## config.mk

```make
export PLATFORM = sky130hd
export DESIGN_NAME = universal_shift_register_flat
export DESIGN_NICKNAME = d
export VERILOG_FILES = /design/src/rtl/universal_shift_register_if.sv /design/src/rtl/universal_shift_register.sv /design/src/flat_wrapper.sv
export SDC_FILE = /design/constraint.sdc
export NUM_CORES = 1
export LEC_CHECK = 0
export CELL_PAD_IN_SITES_DETAIL_PLACEMENT = 0
export CELL_PAD_IN_SITES_GLOBAL_PLACEMENT = 1
export CORE_MARGIN = 2
export CORE_UTILIZATION = 30
export CTS_BUF_LIST = sky130_fd_sc_hd__clkbuf_4 sky130_fd_sc_hd__clkbuf_8 sky130_fd_sc_hd__clkbuf_16
export DETAILED_ROUTE_END_ITERATION = 12
export GPL_ROUTABILITY_DRIVEN = 1
export PLACE_DENSITY = 0.82
export SKIP_CTS_REPAIR_TIMING = 1
export SLEW_MARGIN = 10
export SYNTH_ARGS = -nofsm -noshare
export SYNTH_HDL_FRONTEND = slang
export SYNTH_SLANG_ARGS = --single-unit
```

## constraint.sdc

```tcl
create_clock -name clk -period 1.4 [get_ports clk]
set_clock_uncertainty 0.15 [all_clocks]
set_input_delay 0.21 -clock clk [delete_from_list [all_inputs] [get_ports clk]]
set_output_delay 0.21 -clock clk [all_outputs]
set_load 0.1 [all_outputs]
```

## src/rtl/universal_shift_register_if.sv

```systemverilog
// Bus bundle for universal_shift_register: control and serial/parallel data in,
// registered word, serial tap and frame status out.
interface universal_shift_register_if #(
   parameter int WIDTH = 4
);
   localparam int CW = (WIDTH <= 2) ? 1 : $clog2(WIDTH);

   logic [1:0]       mode;
   logic             si;
   logic [WIDTH-1:0] pi;
   logic [WIDTH-1:0] po;
   logic             so;
   logic [CW-1:0]    bit_count;
   logic             frame_done;

   modport master (
      output mode, si, pi,
      input  po, so, bit_count, frame_done
   );

   modport slave (
      input  mode, si, pi,
      output po, so, bit_count, frame_done
   );
endinterface

```

## src/rtl/universal_shift_register.sv

```systemverilog
// Bidirectional serial/parallel shift register with a frame counter that
// pulses frame_done each time WIDTH shifts have accumulated.
module universal_shift_register #(
   parameter int               WIDTH       = 4,
   parameter logic [WIDTH-1:0] RESET_VALUE = '0
) (
   input logic                        clk,
   input logic                        rst,
   universal_shift_register_if.slave  bus
);
   localparam int            CW   = (WIDTH <= 2) ? 1 : $clog2(WIDTH);
   localparam logic [CW-1:0] LAST = CW'(WIDTH - 1);

   typedef enum logic [1:0] {
      MODE_HOLD = 2'b00,
      MODE_SHR  = 2'b01,
      MODE_SHL  = 2'b10,
      MODE_LOAD = 2'b11
   } mode_e;

   mode_e            mode;
   logic [WIDTH-1:0] po_d, po_q;
   logic [CW-1:0]    bit_count_d, bit_count_q;
   logic             frame_done_d, frame_done_q;

   assign mode = mode_e'(bus.mode);

   always_comb begin
      po_d         = po_q;
      bit_count_d  = bit_count_q;
      frame_done_d = 1'b0;
      case (mode)
         MODE_SHR:  po_d = {bus.si, po_q[WIDTH-1:1]};
         MODE_SHL:  po_d = {po_q[WIDTH-2:0], bus.si};
         MODE_LOAD: begin
            po_d        = bus.pi;
            bit_count_d = '0;
         end
         default:   po_d = po_q;
      endcase
      // Both directions advance the same frame; a direction change keeps the count.
      if (mode == MODE_SHR || mode == MODE_SHL) begin
         if (bit_count_q == LAST) begin
            bit_count_d  = '0;
            frame_done_d = 1'b1;
         end else begin
            bit_count_d  = bit_count_q + CW'(1);
         end
      end
   end

   always_ff @(posedge clk or posedge rst) begin
      if (rst) begin
         po_q         <= RESET_VALUE;
         bit_count_q  <= '0;
         frame_done_q <= 1'b0;
      end else begin
         po_q         <= po_d;
         bit_count_q  <= bit_count_d;
         frame_done_q <= frame_done_d;
      end
   end

   assign bus.po         = po_q;
   assign bus.so         = (mode == MODE_SHL) ? po_q[WIDTH-1] : po_q[0];
   assign bus.bit_count  = bit_count_q;
   assign bus.frame_done = frame_done_q;
endmodule

```

## src/flat_wrapper.sv

```systemverilog
// flat-port wrapper written by rule: the top's interface ports become plain ports
module universal_shift_register_flat 
#(
   parameter int               WIDTH       = 4,
   parameter logic [WIDTH-1:0] RESET_VALUE = '0
)
  (clk, rst, bus_mode, bus_si, bus_pi, bus_po, bus_so, bus_bit_count, bus_frame_done);
  universal_shift_register_if #(.WIDTH(WIDTH)) bus_i ();
  input logic clk;
  input logic rst;
  input wire logic [$bits(bus_i.mode)-1:0] bus_mode;
  input wire logic [$bits(bus_i.si)-1:0] bus_si;
  input wire logic [$bits(bus_i.pi)-1:0] bus_pi;
  output wire logic [$bits(bus_i.po)-1:0] bus_po;
  output wire logic [$bits(bus_i.so)-1:0] bus_so;
  output wire logic [$bits(bus_i.bit_count)-1:0] bus_bit_count;
  output wire logic [$bits(bus_i.frame_done)-1:0] bus_frame_done;
  assign bus_i.mode = bus_mode;
  assign bus_i.si = bus_si;
  assign bus_i.pi = bus_pi;
  assign bus_po = bus_i.po;
  assign bus_so = bus_i.so;
  assign bus_bit_count = bus_i.bit_count;
  assign bus_frame_done = bus_i.frame_done;
  universal_shift_register #(.WIDTH(WIDTH), .RESET_VALUE(RESET_VALUE)) u_core (.clk(clk), .rst(rst), .bus(bus_i));
endmodule
```

Word-level counts from Yosys, hierarchy flattened. Cells that the tools add are included. W data, S select, Z words.

Word-level logic and storage cells: 18. Bits in registers: 7. Input port bits: 9.

Reductions and logical operators: 3. Multiplexer cells: 7. Eq/ne operators: 4. Add/sub/neg operators: 1.

Operator list (number): $pmux W4 S3 (1); $eq A2 B2 Y1 const B (3); $mux W2 (3); $mux W1 (3); $reduce_bool A3 Y1 (1); $add A2 B1 Y2 const B (1); $eq A2 B1 Y1 const B (1); $reduce_bool A2 Y1 (1); $logic_or A1 B1 Y1 (1).

Longest topological paths before layout. Gate-level depths: netlist of run 1.

Word-level depth: 3. Gate-level depth with buffers: 5. Gate-level depth less buffers: 4.

Worst setup path after synthesis of run 1. Ideal clock, no wire load.

Path kind: reg2out. Start: register u_core.po_q[3] (netlist: u_core.bus.po[3]). End: output port bus_so. Slack: -0.546 ns. Cell stages (with the launch flop): 2. Buffers on the path: 0. Arrival: 1.586 ns. Cell sequence: dfrtp_1 > mux2_2.

Cells in the longest elaborated chain, start to end: 1.

RTL lines: from (decl) (line universal_shift_register.sv:22) `logic [WIDTH-1:0] po_d, po_q;`; from (signal assigned) (line universal_shift_register.sv:58) `po_q <= po_d;`; $mux W1 (line universal_shift_register.sv:65) `assign bus.so = (mode == MODE_SHL) ? po_q[WIDTH-1] : po_q[0];`; to (decl) (line flat_wrapper.sv:15) `output wire logic [$bits(bus_i.so)-1:0] bus_so;`.

Every way passes these cells.

Worst setup path in the final report of run 1.
Start: register u_core.po_q[0] (netlist: u_core.bus.po[0]). End: output port bus_so.

Same word-level chain as after synthesis.

==> metrics.txt, run 1 <==
status=finished with violations; failing checks=negative setup slack; Area contributors post-synth=dfrtp_1, o221ai_2, ha_1; die width=41.8 um; Avg Inst Size Synth=11.3 um^2; Overflow after GRT=0; Seq/Total Area, Yosys=40.9%; Post-DP Area=733 um^2; Worst Tran Pin Value=432 ps; Yosys cell types=14; HPWL after detailed placement=760 um; ys async rst share=100%; Initial Util=32.5%; number of synthesized register bits=7; initial drt markers=5; P&R area growth vs syn=85.4%; Post-Route WL=996 um; Post-Route M1 WL=481 um; DIE HEIGHT=41.8 um; Routed Antenna Nets=0; Max-Cap Viols=0; Synth top area share=40.9%; boundary pin count=17; clk root buf=clkbuf_4; worst r2r src=u_core.bus.bit_count[0]; # diodes=0; Core Util, Final=60.2%; number of synthesized flops with an enable pin=0; fin area=793 um^2; CP max-delay cell=dfrtp_2; delay-heaviest family, CP=flip-flops; initial antenna violation count=0; maximum root-to-sink buffer count=2; vias per cell=4.79; multi-input logic area=240 um^2; worst path arrival time=1130 ps; CP Class=reg -> out; setup violators final=1; PwrDens=1470 nW/um^2; worst-skew pair later-pin latency=260 ps; WL met3=49 um; vias=383; Slew Limit Fails=0; leading area contributor after synthesis=dfrtp_1; Fillers=105; post-synthesis cell count=38; most common cell in the netlist=dfrtp_1; Highest Signal Layer=met4; worst-path maximum fanout=3; nets@finish=79; maximum clock rate=671 MHz; Pleak=0.366 nW; WP buf/inv=1; Setup WS post-layout=-90.2 ps; Max VDD drop=0.000815 V; final worst path period need=1490 ps; Setup crit end kind=output port; Core ar.=1320 um^2; GRT Total Usage=12.9%; CTS tree=done; pin count of the biggest net entering global routing=14; total power=1.17 mW; most used flip-flop cell after synthesis=dfrtp_1; TNS Setup=-90.2 ps; worst path cell trace=mux2_4 -> buf_12; Cell Area, Synth=428 um^2; Slew HR=71.2%; hold slack=37.2 ps; Req. time, crit path=1040 ps; layout cells sized above 1=50.8%; Port Buf Inserts=16; warnings from Yosys=0; CP max stage delay=420 ps; die outline area=1740 um^2; FF-to-FF setup slack=170 ps; RSZ-0062 raised after global routing=true; drt first pass iters=2; # rows=13; DRC violations left=0; worst reg2reg path depth=2; CP Launch Type=register; Reg-to-Reg End=u_core.bus.bit_count[1]; final worst path period share=106%; clock sink total=7; post-DR wirelength/cell=12.5 um; CTS H-Tree Depth=1; min-delay worst type=in -> async; first-pass GRT wire length=1660 um; Post-Syn Nets=51; Clock Pin Slew Worst Setup and Hold Paths=60 ps; RD Place Congestion=0.705; register area=188 um^2; vias in the first global route=378; crit path from=u_core.bus.po[0]; Num CTS Buffers=3; final-report hold violation count=0; Routed met2 length=443 um
## power by group
part	leakage [nW]	total (mW)	switching, mW	internal, mW
logic	0.266	0.657	0.396	0.261
registers	0.0815	0.301	0.0500	0.251
clock network	0.0184	0.210	0.0817	0.129
total	0.366	1.17	0.528	0.641
## routing by layer
metal	vias to the layer above	track usage, %
met5	-	0
met4	0	9.68
met3	2	3.91
met2	12	18.1
met1	179	16.2
li1	190	-
## registers in the layout, indices dropped and copies added (netlist names)
name / count
u_core.bus.bit_count: 2
u_core.bus.frame_done: 1
u_core.bus.po: 4
## worst reg2reg max path: cells and delay by family, from the launching register on
kind	cells	cell delay, ps
DFF	1	500
AOI/OAI and AO/OA	1	170
adders and majority gates	1	300
## area by class of cell
class | count | share of cell area [%]
timing repair buffer | 24 | 38.5
multi-input combinational | 27 | 30.3
sequential | 7 | 23.7
clock buffer | 4 | 3.79
tap | 15 | 2.37
inverter | 3 | 1.42
## kinds of logic (layout without fill, tap and decap cells)
family          after synthesis  count (layout)  synth area share, %
simple gates                 12              12                 15.2
buf+inv                       4              31                 4.39
fa+ha+maj                     4               4                 11.7
compound gates               10              10                 25.1
mux                           1               1                 2.63
flops                         7               7                 40.9
## per-stage QoR
step           setup WS, ps  instances
3_3_place_gp           -399         73
6_report              -90.2         80
5_1_grt                -115         80
2_1_floorplan         -81.4         38
4_1_cts                -420         77
3_5_place_dp           -420         73
## worst max path at each step
stage          endpoint  depth (start not counted)
6_report         bus_so                          2
5_1_grt          bus_so                          2
4_1_cts          bus_so                          5
3_5_place_dp     bus_so                          5
3_3_place_gp     bus_so                          5
2_1_floorplan    bus_so                          1
## layout by cell type (no fill, tap or decap), types with 2 or more instances in the layout
master / netlist / final
buf_12: 0 / 8
buf_4: 1 / 8
clkdlybuf4s50_1: 0 / 6
a22oi_1: 4 / 4
nand2b_1: 4 / 4
nand2_1: 4 / 4
o221ai_2: 4 / 4
clkbuf_4: 0 / 4
dfrtp_2: 0 / 4
inv_1: 3 / 3
ha_1: 4 / 3
a22o_1: 2 / 2
dlymetal6s2s_1: 0 / 2
dfrtp_4: 0 / 2
No activity file was read; power rests on OpenSTA's default activity.
==> run 2: changes to the inputs <==
--- a/config.mk
+++ b/config.mk
@@ -5,11 +5,12 @@
 export SDC_FILE = /design/constraint.sdc
 export NUM_CORES = 1
 export LEC_CHECK = 0
-export CELL_PAD_IN_SITES_DETAIL_PLACEMENT = 0
-export CELL_PAD_IN_SITES_GLOBAL_PLACEMENT = 1
+export CELL_PAD_IN_SITES_DETAIL_PLACEMENT = 1
+export CELL_PAD_IN_SITES_GLOBAL_PLACEMENT = 2
 export CORE_MARGIN = 2
-export CORE_UTILIZATION = 30
+export CORE_UTILIZATION = 24
 export CTS_BUF_LIST = sky130_fd_sc_hd__clkbuf_4 sky130_fd_sc_hd__clkbuf_8 sky130_fd_sc_hd__clkbuf_16
+export CTS_CLUSTER_DIAMETER = 150
 export DETAILED_ROUTE_END_ITERATION = 12
 export GPL_ROUTABILITY_DRIVEN = 1
 export PLACE_DENSITY = 0.82
==> metrics.txt, run 2 (synthesized netlist as in run 1, its figures left out) <==
status=finished with violations; failing checks=negative setup slack; Setup crit end kind=output port; maximum root-to-sink buffer count=2; total power=1.19 mW; Worst Tran Pin Value=262 ps; Post-DP Area=738 um^2; fin area=823 um^2; pin count of the biggest net entering global routing=10; vias in the first global route=422; Slew HR=82.5%; vias=417; die outline area=2140 um^2; Pleak=0.370 nW; Setup WS post-layout=-82.1 ps; pre-CTS setup slack=-450 ps; vias per cell=4.63; CP Class=reg -> out; boundary pin count=17; final-report hold violation count=0; most frequent cells in the layout=buf_12, clkdlybuf4s50_1, buf_4; HPWL after detailed placement=1040 um; first-pass GRT wire length=1990 um; DIE HEIGHT=46.2 um; PwrDens=1440 nW/um^2; most common cell after layout, fill and taps aside=buf_12; P&R area growth vs syn=92.4%; Overflow after GRT=0; final worst path period need=1480 ps; Max-Cap Viols=0; Max VDD drop=0.000740 V; CP Launch Type=register; GRT Total Usage=13.5%; multi-input logic area=250 um^2; min-delay worst type=in -> async; max FFs per register=4; nets@finish=79; register area=188 um^2; initial drt markers=3; RD Place Congestion=0.713; Core ar.=1710 um^2; # diodes=0; # rows=15; initial antenna violation count=0; placed insts=82; setup violators final=2; DRC violations left=0; Initial Util=25.1%; Clock Pin Slew Worst Setup and Hold Paths=50 ps; Num CTS Buffers=3; clk root buf=clkbuf_4; post-DR wirelength/cell=14.5 um; die width=46.2 um; crit path from=u_core.bus.po[0]; Fillers=186; RSZ-0062 raised after global routing=true; final worst path period share=106%; worst-path maximum fanout=3; clock sink total=7; Req. time, crit path=1040 ps; Final Non-Filler Cells=90; Routed Antenna Nets=0; maximum clock rate=675 MHz; CTS tree=done; layout cells sized above 1=50.8%; Post-Route WL=1310 um; CTS H-Tree Depth=1; Port Buf Inserts=16; Slew Limit Fails=0; worst-skew pair later-pin latency=240 ps; worst path arrival time=1120 ps; worst r2r src=u_core.bus.bit_count[0]; drt first pass iters=4
[run 2: stage by stage]
step / TNS (ps) / hold slack (ps) / util [%]
after CTS: -1090 / 54.4 / 45.0
after floorplan: -81.4 / -137 / -
after detailed placement: -2700 / 305 / 43.2
after global placement: -2510 / 308 / 43.2
final: -139 / 49.3 / 48.2
after global routing: -208 / 64.0 / 48.2
[run 2: path summary, 6_finish.rpt]
path	cells after the start	slack [ps]	endpoint
setup / recovery	2	-80	bus_so
min in group clk	4	370	u_core.bus.frame_done
hold reg to reg	2	450	u_core.bus.po[1]
max in group asynchronous	2	820	u_core.bus.bit_count[0]
hold / removal	2	50	u_core.bus.bit_count[1]
setup reg to reg	2	130	u_core.bus.bit_count[1]
[run 2: final cells by class]
type                    instances  share of cell area [%]
multi-input cells              27                    30.4
clock buffers                   4                    3.65
repair buffers                 24                    38.0
inverters                       3                    1.37
flip-flops and latches          7                    22.8
well taps                      25                    3.80
[run 2: power by group]
part / switching (mW) / internal (mW) / total (mW) / leakage [nW]
Sequential: 0.0550 / 0.251 / 0.306 / 0.0815
Clock: 0.0691 / 0.128 / 0.197 / 0.0184
Combinational: 0.412 / 0.272 / 0.684 / 0.270
[run 2: layer usage]
metal	vias to the layer above	routed length [um]	GRT usage, %
li1	191	-	-
met1	203	545	16.8
met2	17	658	21.4
met3	6	34	1.18
met4	0	70	10.3
met5	-	0	0
[run 2: critical path: stages (launching register included)]
cell,delay (ps)
dfrtp_2,420
mux2_4,290
buf_12,170
